### src/rtl/clkgen_ce72.sv
// Reset sequencer and phase-aligned clock-enable generator for the 72 MHz domain.
// Turns PLL lock into sys_reset and derives the 12/6/3/1.5 MHz enables plus the CPU enable.
module clkgen_ce72 #(
  parameter int unsigned DIV_BASE   = 6,
  parameter int unsigned RESET_HOLD = 1024
) (
  input  logic       clk72,
  input  logic       reset,
  input  logic       pll_lock,
  input  logic       cpu_stall,
  input  logic       turbo,
  output logic       sys_reset,
  output logic       ce_12,
  output logic       ce_6,
  output logic       ce_3,
  output logic       ce_1m5,
  output logic       cpu_ce,
  output logic [2:0] phase
);

  localparam int unsigned BASE_W = $clog2(DIV_BASE);
  localparam int unsigned HOLD_W = 16;
  localparam logic [BASE_W-1:0] BASE_LAST = BASE_W'(DIV_BASE - 1);
  localparam logic [HOLD_W-1:0] HOLD_LAST = HOLD_W'(RESET_HOLD - 1);

  typedef enum logic [1:0] {
    WAIT_LOCK = 2'd0,
    HOLD      = 2'd1,
    RUN       = 2'd2
  } state_e;

  state_e              state_q, state_d;
  logic                lock_meta_q, lock_s_q;
  logic [HOLD_W-1:0]   hold_cnt_q, hold_cnt_d;
  logic [BASE_W-1:0]   base_q, base_d;
  logic [2:0]          phase_q, phase_d;
  logic                sys_reset_q, sys_reset_d;
  logic                ce_12_q, ce_12_d;
  logic                ce_6_q, ce_6_d;
  logic                ce_3_q, ce_3_d;
  logic                ce_1m5_q, ce_1m5_d;
  logic                turbo_q, turbo_d;
  logic                run_d;
  logic                cpu_ce_c;

  // Two-flop synchroniser for the asynchronous lock flag
  always_ff @(posedge clk72) begin
    if (reset) begin
      lock_meta_q <= 1'b0;
      lock_s_q    <= 1'b0;
    end else begin
      lock_meta_q <= pll_lock;
      lock_s_q    <= lock_meta_q;
    end
  end

  always_ff @(posedge clk72) begin
    if (reset) begin
      state_q     <= WAIT_LOCK;
      hold_cnt_q  <= '0;
      base_q      <= '0;
      phase_q     <= '0;
      sys_reset_q <= 1'b1;
      ce_12_q     <= 1'b0;
      ce_6_q      <= 1'b0;
      ce_3_q      <= 1'b0;
      ce_1m5_q    <= 1'b0;
      turbo_q     <= 1'b0;
    end else begin
      state_q     <= state_d;
      hold_cnt_q  <= hold_cnt_d;
      base_q      <= base_d;
      phase_q     <= phase_d;
      sys_reset_q <= sys_reset_d;
      ce_12_q     <= ce_12_d;
      ce_6_q      <= ce_6_d;
      ce_3_q      <= ce_3_d;
      ce_1m5_q    <= ce_1m5_d;
      turbo_q     <= turbo_d;
    end
  end

  // Next-state: lock qualification FSM, then enables computed from next-cycle counter values
  always_comb begin
    state_d    = state_q;
    hold_cnt_d = '0;
    base_d     = '0;
    phase_d    = '0;

    case (state_q)
      WAIT_LOCK: begin
        if (lock_s_q) state_d = HOLD;
      end
      HOLD: begin
        if (!lock_s_q) begin
          state_d = WAIT_LOCK;
        end else if (hold_cnt_q == HOLD_LAST) begin
          state_d = RUN;
        end else begin
          hold_cnt_d = hold_cnt_q + HOLD_W'(1);
        end
      end
      RUN: begin
        if (!lock_s_q) state_d = WAIT_LOCK;
      end
      default: state_d = WAIT_LOCK;
    endcase

    run_d       = (state_d == RUN);
    sys_reset_d = !run_d;

    // Counters start from zero on the first RUN cycle and clear whenever RUN is left
    if (run_d && (state_q == RUN)) begin
      base_d = (base_q == BASE_LAST) ? '0 : base_q + BASE_W'(1);
    end
    if (run_d) begin
      phase_d = ce_12_q ? phase_q + 3'd1 : phase_q;
    end

    ce_12_d  = run_d && (base_d == BASE_LAST);
    ce_6_d   = ce_12_d && phase_d[0];
    ce_3_d   = ce_12_d && (phase_d[1:0] == 2'b11);
    ce_1m5_d = ce_12_d && (phase_d == 3'd7);
    turbo_d  = ce_1m5_q ? turbo : turbo_q;
  end

  // Stall must gate in the same cycle, so the CPU enable is combinational from registered enables
  assign cpu_ce_c = (turbo_q ? ce_6_q : ce_3_q) & ~cpu_stall;

  assign sys_reset = sys_reset_q;
  assign ce_12     = ce_12_q;
  assign ce_6      = ce_6_q;
  assign ce_3      = ce_3_q;
  assign ce_1m5    = ce_1m5_q;
  assign cpu_ce    = cpu_ce_c;
  assign phase     = phase_q;

endmodule

### config.mk
export PLATFORM = sky130hd
export DESIGN_NAME = clkgen_ce72
export DESIGN_NICKNAME = d
export VERILOG_FILES = /design/src/rtl/clkgen_ce72.sv
export SDC_FILE = /design/constraint.sdc
export NUM_CORES = 1
export LEC_CHECK = 0
export BUFFER_PORTS_ARGS = -buffer_cell sky130_fd_sc_hd__buf_2
export CAP_MARGIN = 20
export CORE_MARGIN = 1
export CORE_UTILIZATION = 40
export CTS_BUF_LIST = sky130_fd_sc_hd__clkbuf_2
export CTS_CLUSTER_DIAMETER = 60
export DETAILED_ROUTE_END_ITERATION = 12
export PLACE_DENSITY = 0.7
export RECOVER_POWER = 25
export SKIP_CTS_REPAIR_TIMING = 1
export SYNTH_ARGS = -nofsm -noshare
export SYNTH_HDL_FRONTEND = slang
export SYNTH_SLANG_ARGS = --single-unit
### constraint.sdc
create_clock -name clk72 -period 1.6 [get_ports clk72]
set_input_delay 0.24 -clock clk72 [delete_from_list [all_inputs] [get_ports clk72]]
set_output_delay 0.24 -clock clk72 [all_outputs]
set_load 0.01 [all_outputs]
== Word-level counts from Yosys, hierarchy flattened ==
Cells that the tools add are included.
Storage, ports and cells
  logic and storage cells: 45
  output and inout bits: 9
  input port bits: 5
  register bits after elaboration: 32
Operators by class
  reduce and logical (&&, ||, !) cells: 8
  bitwise logic cells: 4
  equality and inequality tests: 8
  multiplexer cells: 10
  $add $sub $neg: 3
Operators by type and width (count)
  $add 16x1->16 const B: 1
  $eq 16x10->1 const B: 1
  $mux 3: 4
  $eq 3x3->1 const B: 3
  $mux 2: 4
  $add 3x1->3 const B: 2
  $eq 2x2->1 const B: 3
  $pmux 2 s3: 1
  $logic_and 1x1->1: 5
  $reduce_or 4->1: 1
  $not 1->1: 3
  $eq 2x1->1 const B: 1
  $logic_not 2->1: 1
  $and 1x1->1: 1
  $logic_not 1->1: 1
  $mux 1: 1

== Logic depth before layout (Yosys ltp) ==
Gate-level depths: netlist of the first run.
  word-level depth: 10
  depth in mapped cells: 6
  gate-level depth less buffers: 5

== Least setup slack after synthesis of the first run ==
OpenSTA, ideal clock, no wires.
  kind: register to register
  start: reg hold_cnt_q[0]
  end: reg hold_cnt_q[13]
  slack: 0.039 ns
  clock period less this slack: 1.561 ns
  arrival: 1.446 ns
  stages on the path, launching flop included: 7
  required time: 1.485 ns
  cells stage by stage: dfxtp_1 ha_1 nand3_1 nor3_2 a21o_4 buf_6 nor2_1
Between the ends
  word-level cells in the longest chain between the ends: 2
RTL lines
  start, declared: RTL line 34  | logic [HOLD_W-1:0] hold_cnt_q, hold_cnt_d;
  start signal, assigned: RTL line 71  | hold_cnt_q <= hold_cnt_d;
  parallel branches: the longest is 2 deep, another holds $add 16x1->16
Parallel ways; which one is timed is not known.
A chain may end at the register's enable or synchronous reset.

== Worst setup path after layout of the first run ==
  start: reg hold_cnt_q[11]
  end: reg hold_cnt_q[5]
Between the ends
  word-level cells in the longest chain between the ends: 2
RTL lines
  $eq 16x10->1: RTL line 97  | end else if (hold_cnt_q == HOLD_LAST) begin
  $reduce_or 4->1 (no line)
Every way passes these cells.

==> run metrics, run 1 <==
outcome=finished clean; peak supply drop=511.2 uV; FILL cells=~310; # rows=20; CTS Sinks=32; initial antenna violation count=0; Period Utilization, post-route=95.40%; Multi-input gate area=~600 um2; synth unique cells=29; # diodes=0; Main synth FF type=dfxtp_1; Bufs on Longest Clock Path=2; Worst-path clk slew=0.16 ns; internal power=roughly 1.1 mW; H-tree Lvls=2; fin. max-slew vios=0; Initial Utilization=41.78%; Data required, critical path=~1.9 ns; Comb pwr share=less than 1%; sequential element share of the synthesized area=roughly 51%; Post-DRT Antenna Nets=0; total power=about 1.4 mW; total track usage=15.14%; Iteration-0 DRC Markers=10; Data arrival, critical path=roughly 1.8 ns; Setup WS post-layout=between 0.07 and 0.08 ns; leak pwr=about 0.54 nW; number of synthesized flops with an enable pin=0; Synth Area per Inst=around 9.7 um2; GPL Wtd Cong=around 0.76; CP max FO=14; DP HPWL=~1.6 mm; crit path from=hold_cnt_q[11]; synthesized area=roughly 1300 um2; Min-Delay Startpoint=pll_lock; wire length per cell=roughly 11 um; clk_lat worst skew=around 0.38 ns; grt ovf=0; final net count=161; share of cells above drive strength 1=19.35%; die height=approximately 58 um; Slew HR=about three quarters; DR vias=approximately 950; min Tclk post-route=1.526 ns; Placement Cell Area=between 1000 and 1500 um2; largest net degree at the start of global routing=15; Top Ports=14; Worst Clk Skew=0.01468 ns; routed wire length=approximately 2.2 mm; die area=between 3000 and 4000 um2; Post-Synthesis Cells=130; crit path capture type=flip-flop; hold path depth=2; Reg power frac=between 50% and 60%; Vias/cell=4.789; vias in the first global route=921; crit start category=flip-flop; Peak Freq=around 660 MHz; Setup-failing EPs final=0; CTS tree=built; synthesized flop and latch total=32; Clock power frac=between 40% and 50%; R2R Path Start=hold_cnt_q[11]; Switching Power=about 0.28 mW; ys async rst share=0%; Die Wd=approximately 58 um; hold_ws=a little over 0.06 ns; FF+latch area=roughly 640 um2; R2R depth=4; final hold violations=0; synth warn=0; crit path kind=reg2reg; pre-CTS WS=about 0.031 ns; Syn Nets=about 140; Cell Pwr Density=between 900 and 1000 nW/um2; max cap viols=0; Initial DRT Pass Iterations=2; RSZ-0062 raised after global routing=no; DR DRC count=0; Syn-to-layout area delta=17.11%; setup tns final=0 ns; Hold Path Class=in2reg; first-pass GRT wire length=around 3.7 mm; final instance area=between 1000 and 1500 um2; total core area=3028 um2; switching part of the total power=20.57%; CTS Buf Count=5; IO Port Bufs=13; slew at the pin closest to its max-slew limit=about 0.38 ns; clock root buffer=clkbuf_2
## critical path: stages, from the launching register on
cell     delay (ns)
dfxtp_2        0.38
or4_4          0.55
nor3_4         0.19
a21o_4         0.24
nor2_1         0.07
## metrics by stage
step,std cells,util [%]
after floorplan,130,-
after global placement,190,46.36
after detailed placement,190,46.36
after CTS,198,48.51
after global routing,199,48.93
final,199,48.93
## final cells by class
| type | instances | share of cell area [%] |
|---|---|---|
| flip-flops and latches | 32 | 43.33 |
| multi-input cells | 90 | 40.37 |
| repair buffers | 18 | 6.419 |
| well taps | 44 | 3.716 |
| clock inverters | 2 | 2.365 |
| clock buffers | 6 | 2.027 |
| inverters | 7 | 1.774 |
## logic make-up (layout without fill, tap and decap cells)
kind of cell,count (synthesis),in the layout,share of synthesized area [%]
and+or+nand+nor,63,63,27.50
DFF,32,32,50.64
buffers and inverters,8,33,2.968
adders and majority gates,2,2,1.978
AOI/OAI and AO/OA,7,7,4.153
muxes,3,3,2.374
xor gates and xnor gates,15,15,10.39
## Yosys cell counts (2+ instances only)
cell type	number	share of area [%]
dfxtp_1	32	51
nor2_1	24	7.1
xnor2_1	10	6.9
inv_1	7	2.1
nand2_1	6	1.8
nand3_1	5	2.0
nor4_1	5	2.5
xor2_1	5	3.5
a21oi_1	4	1.6
mux2i_1	3	2.4
nand3b_1	3	1.8
nand4_1	3	1.5
nor2b_1	3	1.5
and2_1	2	0.99
ha_1	2	2.0
nor3_1	2	0.79
or3_1	2	0.99
## worst paths after layout
path	to	slack [ns]
max reg2reg	hold_cnt_q[5]	0.07
max	hold_cnt_q[5]	0.07
min	lock_meta_q	0.06
min reg2reg	lock_s_q	0.47
## routing by layer
metal	global-route usage, %	up-vias	routed length [um]
met1	13.61	445	942
met3	8.259	5	111
met5	0	-	0
li1	-	486	-
met2	27.09	17	1116
met4	7.823	0	42
## cell usage in the layout (no fill, tap or decap)
cell / synthesis / layout
xnor2_1: 10 / 10
nand4_2: 1 / 1
nand2_1: 6 / 6
nand4bb_1: 1 / 1
and4_1: 1 / 1
buf_4: 0 / 4
nor2_1: 24 / 24
nor3_1: 2 / 2
dfxtp_1: 32 / 31
inv_1: 7 / 7
nor3_4: 1 / 2
nand3_1: 5 / 4
and2_1: 2 / 2
or3_1: 2 / 2
nand3b_1: 3 / 3
mux2i_1: 3 / 3
o21ai_0: 1 / 1
xor2_1: 5 / 5
clkbuf_1: 0 / 4
or4_4: 1 / 1
nor3b_1: 1 / 1
nand4_1: 3 / 3
ha_1: 2 / 2
a21oi_1: 4 / 4
clkbuf_2: 0 / 6
bufinv_16: 0 / 1
nand3_2: 0 / 1
dfxtp_2: 0 / 1
a21o_4: 1 / 1
a31oi_2: 1 / 1
clkinv_2: 0 / 1
nor2b_1: 3 / 3
nand2b_1: 1 / 1
nor4_1: 5 / 5
buf_2: 0 / 10
## registers in the layout, summed over array words and instances, names as in the netlist
| signal | flops |
|---|---|
| base_q | 3 |
| ce_12 | 1 |
| ce_1m5 | 1 |
| ce_3 | 1 |
| ce_6 | 1 |
| hold_cnt_q | 16 |
| lock_meta_q | 1 |
| lock_s_q | 1 |
| phase | 3 |
| state_q | 2 |
| sys_reset | 1 |
| turbo_q | 1 |
## power by group through the flow
stage	registers (mW)	clock network [mW]	logic, mW
after floorplan	0.818	0	0.00407
after global placement	0.819	0	0.0103
after detailed placement	0.819	0	0.0107
after CTS	0.802	0.562	0.0108
after global routing	0.803	0.598	0.0115
final	0.802	0.542	0.0101
(Power assumes the default switching activity.)
==> run 2: changes to the inputs <==
--- a/config.mk
+++ b/config.mk
@@ -14,6 +14,7 @@
 export DETAILED_ROUTE_END_ITERATION = 12
 export PLACE_DENSITY = 0.7
 export RECOVER_POWER = 25
+export SETUP_SLACK_MARGIN = 0.3
 export SKIP_CTS_REPAIR_TIMING = 1
 export SYNTH_ARGS = -nofsm -noshare
 export SYNTH_HDL_FRONTEND = slang
==> run metrics, run 2 (synthesis gave the netlist of run 1 again) <==
hold path depth=2 (unchanged); final hold violations=0 (unchanged); Peak Freq=651.8 MHz (-0.51%); Period Utilization, post-route=95.90% (+0.49 points); Cells after DPL=188 (-1.1%); routed wire length=2.335 mm (+5.5%); initial antenna violation count=0 (unchanged); max FFs per register=16 (unchanged); post-route insts no fill=201 (+1.0%); Cell Pwr Density=862.2 nW/um2 (-5.7%); final core occ=51.45% (+2.5 points); r2r setup slk=0.07 ns (about the same); Data arrival, critical path=1.79 ns (about the same); # diodes=0 (unchanged); CTS Buf Count=5 (unchanged); Hold Path Class=in2reg; leading cell type in the layout, fill and taps excluded=dfxtp_1; die height=58.24 um (unchanged); total core area=3028 um2 (unchanged); Hold Crit Endpoint=lock_meta_q; R2R Path Start=hold_cnt_q[11]; Data required, critical path=1.86 ns (-0.02 ns); clock root buffer=clkbuf_2; # rows=20 (unchanged); most frequent cells in the layout=dfxtp_1, nor2_1, xnor2_1; IO Port Bufs=13 (unchanged); CTS Sinks=32 (unchanged); first-pass GRT wire length=3.629 mm (-1.9%); Iteration-0 DRC Markers=25 (+15); Top Ports=14 (unchanged); Vias/cell=4.876 (+1.8%); largest net degree at the start of global routing=15 (unchanged); RSZ-0062 raised after global routing=yes; Initial DRT Pass Iterations=4 (+2); CP max FO=7 (-7); slew at the pin closest to its max-slew limit=0.3562 ns (-0.01929 ns); wire length per cell=11.62 um (+4.5%); Setup-failing EPs final=0 (unchanged); Worst-path clk slew=0.17 ns (about the same); final net count=163 (+1.2%); Initial Utilization=41.78% (unchanged); total track usage=14.70% (-0.43 points); vias in the first global route=929 (+0.87%); crit path kind=reg2reg; H-tree Lvls=2 (unchanged); DR DRC count=0 (unchanged); DR vias=980 (+2.8%); pre-CTS WS=0.09050 ns (+0.05969 ns); Slew HR=76.03% (+1.3 points); Bufs on Longest Clock Path=2 (unchanged); setup tns final=0 ns (unchanged); fin. max-slew vios=0 (unchanged); RR Endpoint=hold_cnt_q[6]; Worst Clk Skew=0.02917 ns (+0.01449 ns); clk_lat worst skew=0.38 ns (about the same); Most flops, register=hold_cnt_q; Syn-to-layout area delta=23.15%; Min-Delay Startpoint=pll_lock; outcome=finished clean; die area=3391 um2 (unchanged); peak supply drop=682.0 uV (+33%); GPL Wtd Cong=0.7215 (-5.4%); Post-DRT Antenna Nets=0 (unchanged); crit start category=flip-flop; grt ovf=0 (unchanged); Setup WS post-layout=0.06568 ns (-0.007869 ns); R2R depth=4 (unchanged); share of cells above drive strength 1=28.03% (+8.7 points); leak pwr=0.5568 nW (+2.4%); DP HPWL=1.566 mm (-3.7%); crit path capture type=flip-flop; Die Wd=58.24 um (unchanged); min Tclk post-route=1.534 ns (+0.007869 ns); CTS tree=built; max cap viols=0 (unchanged)
[run 2: layer usage]
layer	wire length, um	share of wire [%]	track usage, %
met4	40	1.7	10.20
met5	0	0	0
met3	90	3.9	4.688
met1	1018	44	14.13
met2	1185	51	26.44
[run 2: final cells by class]
| class | count | area [um2] |
|---|---|---|
| clock buffer | 6 | 30.03 |
| timing repair buffer | 19 | 101.3 |
| clock inverter | 2 | 35.03 |
| multi-input combinational | 91 | 658.1 |
| tap | 44 | 55.05 |
| inverter | 7 | 26.28 |
| sequential | 32 | 651.9 |
| fill | 306 | 1470 |
[run 2: worst max-delay path by stage]
stage | slack (ns) | startpoint | to
2_1_floorplan | 0.14 | hold_cnt_q[11] | hold_cnt_q[11]
3_3_place_gp | 0.13 | hold_cnt_q[11] | hold_cnt_q[4]
3_5_place_dp | 0.09 | hold_cnt_q[1] | hold_cnt_q[12]
4_1_cts | 0.08 | hold_cnt_q[11] | hold_cnt_q[9]
5_1_grt | 0.01 | hold_cnt_q[11] | phase[0]
6_report | 0.07 | hold_cnt_q[11] | hold_cnt_q[6]
[run 2: through the flow]
step	hold slack, ns	instance area [um2]	power [mW]
final	0.06637	1558	1.343
after global routing	0.03654	1558	1.405
after CTS	0.04488	1468	1.361
after detailed placement	0.4422	1403	0.8293
after floorplan	0.3116	1279	0.8224
after global placement	0.4286	1403	0.8287
[run 2: worst max-delay path: stages (launching register included)]
cell,delay (ns)
dfxtp_4,0.38
or4_4,0.54
nor3_4,0.23
a21o_4,0.22
nor2_1,0.06
[run 2: where the power goes]
group / internal (mW) / switching [mW] / leakage [nW]
clock: 0.269 / 0.264 / 0.0430
sequential: 0.798 / 0.00130 / 0.262
combinational: 0.00609 / 0.00415 / 0.252
total: 1.07 / 0.269 / 0.557
